<file path="src/rtl/alu_test_driver_if.sv">
`default_nettype none
// ============================================================================
//  Module : alu_test_driver_if
//  Brief  : Control, result and harness-facing bus of the ALU test driver.
//           master = the driver, slave = lab top / bench side.
//  Rev    : 1.0  initial release
// ============================================================================
interface alu_test_driver_if #(
    parameter int N     = 4,
    parameter int ERR_W = 8
);
    logic             start;
    logic [N-1:0]     dut_out;
    logic [N-1:0]     dut_in;
    logic [3:0]       dut_control;
    logic             busy;
    logic             done;
    logic             pass;
    logic [ERR_W-1:0] err_count;
    logic [3:0]       fail_ctrl;
    logic [N-1:0]     fail_operand;
    logic [N-1:0]     fail_got;
    logic [N-1:0]     fail_exp;

    modport master (
        input  start, dut_out,
        output dut_in, dut_control, busy, done, pass, err_count,
               fail_ctrl, fail_operand, fail_got, fail_exp
    );

    modport slave (
        output start, dut_out,
        input  dut_in, dut_control, busy, done, pass, err_count,
               fail_ctrl, fail_operand, fail_got, fail_exp
    );
endinterface
`default_nettype wire

</file>
<file path="src/rtl/alu_test_driver.sv">
`default_nettype none
// ============================================================================
//  Module : alu_test_driver
//  Brief  : Sweeps every opcode against every operand of a registered N-bit
//           ALU harness (a=b=operand), checks each result against a golden
//           model, counts mismatches and captures the first failure.
//  Rev    : 1.0  initial release
// ============================================================================
module alu_test_driver #(
    parameter int N       = 4,
    parameter int LAT     = 2,   // update edge -> valid dut_out, must be >= 1
    parameter int NUM_OPS = 8,   // 1..8
    parameter int ERR_W   = 8
) (
    input  wire logic         tclk,
    input  wire logic         reset,
    alu_test_driver_if.master drv
);

    localparam int               WC_W      = $clog2(LAT + 2);
    localparam logic [WC_W-1:0]  WC_ONE    = WC_W'(1);
    localparam logic [WC_W-1:0]  WC_LAT    = WC_W'(LAT);
    localparam logic [N-1:0]     LAST_X    = '1;
    localparam logic [N-1:0]     ONE_X     = N'(1);
    localparam logic [N-1:0]     SHIFT_LIM = N'(N);
    localparam logic [2:0]       LAST_OP   = 3'(NUM_OPS - 1);
    localparam logic [ERR_W-1:0] ERR_ONE   = ERR_W'(1);
    localparam logic [ERR_W-1:0] ERR_MAX   = '1;

    typedef enum logic [2:0] {
        S_IDLE  = 3'd0,
        S_DRIVE = 3'd1,
        S_WAIT  = 3'd2,
        S_CHECK = 3'd3,
        S_DONE  = 3'd4
    } state_t;

    state_t           state_q;
    logic [2:0]       op_q;
    logic [N-1:0]     operand_q;
    logic [WC_W-1:0]  wait_q;
    logic [N-1:0]     dut_in_q;
    logic [3:0]       dut_ctrl_q;
    logic             busy_q;
    logic             done_q;
    logic             pass_q;
    logic [ERR_W-1:0] err_q;
    logic [3:0]       fail_ctrl_q;
    logic [N-1:0]     fail_operand_q;
    logic [N-1:0]     fail_got_q;
    logic [N-1:0]     fail_exp_q;

    logic [2:0]       op_d;
    logic [N-1:0]     operand_d;
    logic [N-1:0]     golden_val;
    logic             mismatch;
    logic             last_vec;

    // Expected ALU result when the harness feeds x to both a and b.
    function automatic logic [N-1:0] golden(input logic [2:0] op, input logic [N-1:0] x);
        logic [2*N-1:0] sq;
        logic [N-1:0]   res;
        sq = {{N{1'b0}}, x} * {{N{1'b0}}, x};
        case (op)
            3'd0:       res = x + x;
            3'd1:       res = '0;
            3'd2, 3'd3: res = x;
            3'd4:       res = '0;
            3'd5:       res = (x >= SHIFT_LIM) ? '0 : (x << x);
            3'd6:       res = (x >= SHIFT_LIM) ? '0 : (x >> x);
            default:    res = sq[N-1:0];
        endcase
        return res;
    endfunction

    // Golden compare for the current vector and the next vector in sweep order
    // (operand is the inner loop).
    always_comb begin
        golden_val = golden(op_q, operand_q);
        mismatch   = (drv.dut_out != golden_val);
        last_vec   = (op_q == LAST_OP) && (operand_q == LAST_X);
        if (operand_q == LAST_X) begin
            operand_d = '0;
            op_d      = op_q + 3'd1;
        end else begin
            operand_d = operand_q + ONE_X;
            op_d      = op_q;
        end
    end

    // Sweep FSM with all outputs registered; the vector registers only change
    // on a DRIVE entry edge because the harness does not register control.
    always_ff @(posedge tclk) begin
        if (reset) begin
            state_q        <= S_IDLE;
            op_q           <= '0;
            operand_q      <= '0;
            wait_q         <= '0;
            dut_in_q       <= '0;
            dut_ctrl_q     <= '0;
            busy_q         <= 1'b0;
            done_q         <= 1'b0;
            pass_q         <= 1'b0;
            err_q          <= '0;
            fail_ctrl_q    <= '0;
            fail_operand_q <= '0;
            fail_got_q     <= '0;
            fail_exp_q     <= '0;
        end else begin
            case (state_q)
                S_IDLE, S_DONE: begin
                    if (drv.start) begin
                        state_q        <= S_DRIVE;
                        op_q           <= '0;
                        operand_q      <= '0;
                        wait_q         <= WC_ONE;
                        dut_in_q       <= '0;
                        dut_ctrl_q     <= '0;
                        busy_q         <= 1'b1;
                        done_q         <= 1'b0;
                        pass_q         <= 1'b0;
                        err_q          <= '0;
                        fail_ctrl_q    <= '0;
                        fail_operand_q <= '0;
                        fail_got_q     <= '0;
                        fail_exp_q     <= '0;
                    end
                end
                S_DRIVE: begin
                    // LAT==1 has no WAIT cycle at all
                    state_q <= (wait_q == WC_LAT) ? S_CHECK : S_WAIT;
                    if (wait_q != WC_LAT) begin
                        wait_q <= wait_q + WC_ONE;
                    end
                end
                S_WAIT: begin
                    if (wait_q == WC_LAT) begin
                        state_q <= S_CHECK;
                    end else begin
                        wait_q <= wait_q + WC_ONE;
                    end
                end
                S_CHECK: begin
                    if (mismatch) begin
                        if (err_q != ERR_MAX) begin
                            err_q <= err_q + ERR_ONE;
                        end
                        if (err_q == '0) begin
                            fail_ctrl_q    <= dut_ctrl_q;
                            fail_operand_q <= operand_q;
                            fail_got_q     <= drv.dut_out;
                            fail_exp_q     <= golden_val;
                        end
                    end
                    if (last_vec) begin
                        // vector registers keep the last vector in DONE
                        state_q <= S_DONE;
                        busy_q  <= 1'b0;
                        done_q  <= 1'b1;
                        pass_q  <= !mismatch && (err_q == '0);
                    end else begin
                        state_q    <= S_DRIVE;
                        op_q       <= op_d;
                        operand_q  <= operand_d;
                        dut_in_q   <= operand_d;
                        dut_ctrl_q <= {1'b0, op_d};
                        wait_q     <= WC_ONE;
                    end
                end
                default: state_q <= S_IDLE;
            endcase
        end
    end

    // Drive the bus straight from the registers.
    always_comb begin
        drv.dut_in       = dut_in_q;
        drv.dut_control  = dut_ctrl_q;
        drv.busy         = busy_q;
        drv.done         = done_q;
        drv.pass         = pass_q;
        drv.err_count    = err_q;
        drv.fail_ctrl    = fail_ctrl_q;
        drv.fail_operand = fail_operand_q;
        drv.fail_got     = fail_got_q;
        drv.fail_exp     = fail_exp_q;
    end

endmodule
`default_nettype wire
</file>
<file path="src/flat_wrapper.sv">
// flat-port wrapper written by rule: the top's interface ports become plain ports
module alu_test_driver_flat 
#(
    parameter int N       = 4,
    parameter int LAT     = 2,                                                
    parameter int NUM_OPS = 8,          
    parameter int ERR_W   = 8
)
  (tclk, reset, drv_start, drv_dut_out, drv_dut_in, drv_dut_control, drv_busy, drv_done, drv_pass, drv_err_count, drv_fail_ctrl, drv_fail_operand, drv_fail_got, drv_fail_exp);
  alu_test_driver_if #(.N(N), .ERR_W(ERR_W)) drv_i ();
  input  wire logic tclk;
  input  wire logic reset;
  input wire logic [$bits(drv_i.start)-1:0] drv_start;
  input wire logic [$bits(drv_i.dut_out)-1:0] drv_dut_out;
  output wire logic [$bits(drv_i.dut_in)-1:0] drv_dut_in;
  output wire logic [$bits(drv_i.dut_control)-1:0] drv_dut_control;
  output wire logic [$bits(drv_i.busy)-1:0] drv_busy;
  output wire logic [$bits(drv_i.done)-1:0] drv_done;
  output wire logic [$bits(drv_i.pass)-1:0] drv_pass;
  output wire logic [$bits(drv_i.err_count)-1:0] drv_err_count;
  output wire logic [$bits(drv_i.fail_ctrl)-1:0] drv_fail_ctrl;
  output wire logic [$bits(drv_i.fail_operand)-1:0] drv_fail_operand;
  output wire logic [$bits(drv_i.fail_got)-1:0] drv_fail_got;
  output wire logic [$bits(drv_i.fail_exp)-1:0] drv_fail_exp;
  assign drv_i.start = drv_start;
  assign drv_i.dut_out = drv_dut_out;
  assign drv_dut_in = drv_i.dut_in;
  assign drv_dut_control = drv_i.dut_control;
  assign drv_busy = drv_i.busy;
  assign drv_done = drv_i.done;
  assign drv_pass = drv_i.pass;
  assign drv_err_count = drv_i.err_count;
  assign drv_fail_ctrl = drv_i.fail_ctrl;
  assign drv_fail_operand = drv_i.fail_operand;
  assign drv_fail_got = drv_i.fail_got;
  assign drv_fail_exp = drv_i.fail_exp;
  alu_test_driver #(.N(N), .LAT(LAT), .NUM_OPS(NUM_OPS), .ERR_W(ERR_W)) u_core (.tclk(tclk), .reset(reset), .drv(drv_i));
endmodule
</file>
<file path="config.mk">
export PLATFORM = sky130hd
export DESIGN_NAME = alu_test_driver_flat
export DESIGN_NICKNAME = d
export VERILOG_FILES = /design/src/rtl/alu_test_driver_if.sv /design/src/rtl/alu_test_driver.sv /design/src/flat_wrapper.sv
export SDC_FILE = /design/constraint.sdc
export NUM_CORES = 1
export LEC_CHECK = 0
export BUFFER_PORTS_ARGS = -buffer_cell sky130_fd_sc_hd__buf_2
export CAP_MARGIN = 40
export CORE_ASPECT_RATIO = 0.6
export CORE_MARGIN = 3
export CORE_UTILIZATION = 40
export CTS_BUF_LIST = sky130_fd_sc_hd__clkbuf_4
export DETAILED_ROUTE_END_ITERATION = 16
export GPL_TIMING_DRIVEN = 0
export HOLD_SLACK_MARGIN = 0.06
export PLACE_DENSITY_LB_ADDON = 0.1
export SLEW_MARGIN = 20
export SYNTH_ARGS = -nofsm -noshare
export SYNTH_HDL_FRONTEND = slang
export SYNTH_SLANG_ARGS = --single-unit
</file>
<file path="constraint.sdc">
create_clock -name tclk -period 3.6 [get_ports tclk]
set_clock_uncertainty 0.2 [all_clocks]
set_input_delay 0.72 -clock tclk [delete_from_list [all_inputs] [get_ports tclk]]
set_output_delay 0.72 -clock tclk [all_outputs]
set_load 0.01 [all_outputs]
</file>
# After elaboration in Yosys (flattened, before gate mapping)
# Index checks and enable logic that the tools add are counted.
[op_classes]
div_mod_pow = 0
bitwise = 0
mul = 1
magnitude_cmp = 1
reduce_logical = 17
n_addsub = 5
n_mux = 47
eq_ne = 25
shifts = 2
[ops]
columns = ["op", "n"]
rows = [
  ["two-way mux 4 bit", 14],
  ["case mux 4 bit (2 select lines)", 6],
  ["two-way mux 8 bit", 3],
  ["case mux 4 bit (5 select lines)", 1],
  ["two-way mux 3 bit", 6],
  ["case mux 8 bit (2 select lines)", 1],
  ["equality test 3 bit (second input constant)", 5],
  ["equality test 3 x 2 -> 1 bit (second input constant)", 4],
  ["inequality test 2 x 1 -> 1 bit (second input constant)", 6],
  ["case mux 3 bit (4 select lines)", 1],
  ["adder 8 x 1 -> 8 bit (second input constant)", 1],
  ["logical NOT 8 bit", 1],
  ["two-way mux 2 bit", 4],
  ["inequality test 2 bit (second input constant)", 4],
  ["inequality test 8 bit (second input constant)", 1],
  ["case mux 2 bit (4 select lines)", 1],
  ["AND reduction 4 bit", 2],
  ["equality test 3 x 1 -> 1 bit (second input constant)", 2],
  ["logical NOT 3 bit", 2],
  ["two-way mux 1 bit", 6],
  ["case mux 1 bit (2 select lines)", 3],
  ["case mux 3 bit (2 select lines)", 1],
  ["AND reduction 3 bit", 2],
  ["OR reduction 2 bit", 3],
  ["17 further kinds", 18],
]
[totals]
in_bits = 7
reg_bits = 43
latchBits = 0
rom_bits = 0
word_cells = 111
memories = 0
mem_bits_rw = 0

# Depth between registers and ports, before layout
[depth]
depth_word = 8
depth_mapped = 10
ltp_nobuf = 9

# Least setup slack after synthesis
# No wires, ideal clock.
[synth_path]
path_type = "reg2reg"
from = "register u_core.drv.dut_control[0] (netlist name)"
to = "register u_core.fail_operand_q[1], in the netlist u_core.drv.fail_operand[1]"
synth_period_minus_slack_ps = 2666
arrival_time_ps = 2349
path_stages_with_launch = 11
slack_ps = 934
n_path_buf = 1
setup_ps = 117
path_cell_list = "dfxtp_1 > inv_1 > ha_1 > nor4_4 > a21oi_1 > a31oi_4 > xor2_2 > o21ai_1 > and2b_1 > buf_2 > a22o_1"
[synth_lines]
columns = ["element", "line_no", "text"]
rows = [
  ["to (signal assigned)", "alu_test_driver.sv:150", "fail_operand_q <= operand_q;"],
  ["to (decl)", "alu_test_driver.sv:49", "logic [N-1:0] fail_operand_q;"],
]

==> results.sh <==
export IMPL_status="complete, no violations"
export IMPL_yosysTopAreaCell="dfxtp_1"
export IMPL_pwr_share_comb=0.230
export IMPL_pin_count=42
export IMPL_nNetsFinal=292
export IMPL_synth_top_area_share=0.383
export IMPL_fin_ws_ns=0.602
export IMPL_totalWireLength_um=4660
export IMPL_clock_power_share=0.260
export IMPL_dpl_worst_slack_ns=0.639
export IMPL_cts_tree="done"
export IMPL_yosysWarnings=0
export IMPL_synth_cell_types=49
export IMPL_cap_violations=0
export IMPL_grt_max_degree=12
export IMPL_hold_viol=0
export IMPL_p_sw_w=0.000283
export IMPL_crit_type="reg2reg"
export IMPL_stdcell_count=338
export IMPL_diodes=0
export IMPL_ctsResizeCount=0
export IMPL_placed_cells=330
export IMPL_worst_endpoint_required_ns=3.69
export IMPL_internal_power_w=0.000589
export IMPL_p_per_area_nw_per_um2=376
export IMPL_endpoint_kind="flop"
export IMPL_fmax_ghz=0.334
export IMPL_drtIter0Drc=164
export IMPL_rows=19
export IMPL_drtPass1Iterations=4
export IMPL_seq_power_share=0.510
export IMPL_gp_congestion=0.807
export IMPL_grt_pass1_wl_um=7590
export IMPL_drv_slew=0
export IMPL_synthArstFlopShare=0
export IMPL_die_h_um=60.6
export IMPL_drc=0
export IMPL_dp_hpwl_um=3470
export IMPL_syn_area_sq_um=1980
export IMPL_seq_area_frac_synth=0.383
export IMPL_avgViaCountPerCell=5.20
export IMPL_worstSetupStartpointType="flop"
export IMPL_power_w=0.000872
export IMPL_htreeDepth=2
export IMPL_ys_flop_type="dfxtp_1"
export IMPL_clkLatencyLatePin_ns=0.35
export IMPL_num_vias=1757
export IMPL_tns_ns=0
export IMPL_worst_hold_path_type="reg2reg"
export IMPL_grt_pass1_vias=1466
export IMPL_synth_edf_count=0
export IMPL_period_minus_slack_ns=3.00
export IMPL_swShare=0.324
export IMPL_crit_fanout=10
export IMPL_cts_root_buf="clkbuf_4"
export IMPL_core_sq_um=4680
export IMPL_die_width_um=96.9
export IMPL_dieArea_sq_um=5870
export IMPL_initial_core_util=0.424
export IMPL_portBuffers=39
export IMPL_wl_per_cell_um=13.8
export IMPL_overflow=0
export IMPL_synthTopCellsByArea="dfxtp_1, ha_1, a22o_1"
export IMPL_final_util=0.496
export IMPL_r2r_setup_slack_ns=0.60
export IMPL_peakVddDrop_v=0.000147
export IMPL_leakagePower_nw=1.03
export IMPL_syn_to_final_growth_pct=17.0
export IMPL_worstPathArrival_ns=3.09
export IMPL_synth_avg_cell_area_sq_um=8.78
export IMPL_finalCritPeriodShare=0.833
export IMPL_drive_gt1_frac=0.236
export IMPL_setup_viol=0
export IMPL_antenna_found_initial=0
export IMPL_groute_usage_overall=0.165
export IMPL_nFillCells=469
export IMPL_synth_seq_cells=38
export IMPL_cts_made_buffers=5
export IMPL_grt_setup_unrepaired="false"
export IMPL_synth_cells=226
export IMPL_clock_path_buffers=2
export IMPL_clock_sinks=38
export IMPL_cts_hold_buf=0
export IMPL_ant_nets=0
export IMPL_cts_clk_slew_worst_paths_ns=0.11
export IMPL_post_cts_buffers=0
[metal layers]
metal	GRT usage	vias up	share of wire
li1	-	912	-
met1	0.263	779	0.56
met3	0.0436	8	0.080
met4	0.0600	0	0.014
met2	0.201	58	0.34
met5	0	-	0
[synthesized netlist by cell type, types with 4 or more instances]
library cell   n
nand3_1        8
nand3b_1       4
a22o_1        15
a21oi_1       18
inv_1         10
or3_1          4
nor3_1         5
o21ai_1        6
nand2_1       19
o21ai_0        5
buf_2          7
ha_1          11
dfxtp_1       38
nor2_1        20
[layout make-up]
| cell class | count | area (sq um) | area share |
|---|---|---|---|
| Multi-Input combinational cell | 165 | 1110 | 0.480 |
| Sequential cell | 38 | 761 | 0.328 |
| Timing Repair Buffer | 40 | 200 | 0.0863 |
| Tap cell | 63 | 78.8 | 0.0340 |
| Buffer | 14 | 76.3 | 0.0329 |
| Clock buffer | 6 | 45.0 | 0.0194 |
| Inverter | 10 | 37.5 | 0.0162 |
| Clock inverter | 2 | 8.76 | 0.00377 |
[state kept, by name, summed over array words and instances (netlist names)]
signal,flops
u_core.wait_q,2
u_core.drv.dut_control,3
u_core.drv.done,1
u_core.drv.pass,1
u_core.drv.fail_exp,4
u_core.drv.fail_ctrl,3
u_core.operand_q,4
u_core.drv.fail_operand,4
u_core.drv.fail_got,4
u_core.drv.busy,1
u_core.drv.err_count,8
u_core.state_q,3
[cell usage in the layout, fill, tap and decap left out, drive strengths merged, types with 5 or more instances in the layout]
cell type	netlist	final
buf	11	51
dfxtp	38	38
nor2	20	20
nand2	19	19
a21oi	18	18
a22o	15	15
o21ai	12	12
ha	11	11
inv	10	10
clkbuf	3	9
nand3	8	8
nor3	5	5
[path summary, 6_finish.rpt]
check,start,endpoint,depth (start not counted)
max,u_core.drv.dut_control[0]$_SDFFE_PP0P_,u_core.drv.fail_ctrl[1]$_SDFFE_PP0P_,10
min reg2reg,u_core.drv.done$_SDFFE_PP0P_,u_core.drv.done$_SDFFE_PP0P_,2
min,u_core.drv.done$_SDFFE_PP0P_,u_core.drv.done$_SDFFE_PP0P_,2
max reg2reg,u_core.drv.dut_control[0]$_SDFFE_PP0P_,u_core.drv.fail_ctrl[1]$_SDFFE_PP0P_,10
[cell families (layout without fill, tap and decap cells)]
family / after synthesis / in the layout / synth area share
DFF: 38 / 38 / 0.383
other: 1 / 2 / 0.00189
muxes: 3 / 3 / 0.0151
and+or+nand+nor: 83 / 83 / 0.233
AOI/OAI and AO/OA: 62 / 62 / 0.219
xor gates and xnor gates: 4 / 4 / 0.0214
adders and majority gates: 11 / 11 / 0.0694
buffers and inverters: 24 / 72 / 0.0574
[power groups by stage]
stage / sequential (W) / combinational [W] / clock (W)
3_3_place_gp: 0.000454 / 0.000196 / 0
6_report: 0.000445 / 0.000200 / 0.000227
2_1_floorplan: 0.000457 / 0.000145 / 0
3_5_place_dp: 0.000454 / 0.000198 / 0
4_1_cts: 0.000445 / 0.000199 / 0.000235
5_1_grt: 0.000447 / 0.000224 / 0.000254
[metrics by stage]
stage / hold slack (ns) / area [sq um]
6_report: 0.258 / 2320
5_1_grt: 0.282 / 2320
4_1_cts: 0.261 / 2320
3_5_place_dp: 0.243 / 2270
3_3_place_gp: 0.235 / 2260
2_1_floorplan: 0.265 / 1990
[worst max-delay path: stages (launching register included)]
cell and delay [ns]:
dfxtp_1 0.43, inv_1 0.11, ha_1 0.29, nor2b_1 0.18
o31ai_1 0.42, mux2i_1 0.27, o221ai_2 0.16, o21ai_1 0.22
and2b_1 0.24, buf_2 0.25, a22o_1 0.17
(Power assumes the default switching activity.)
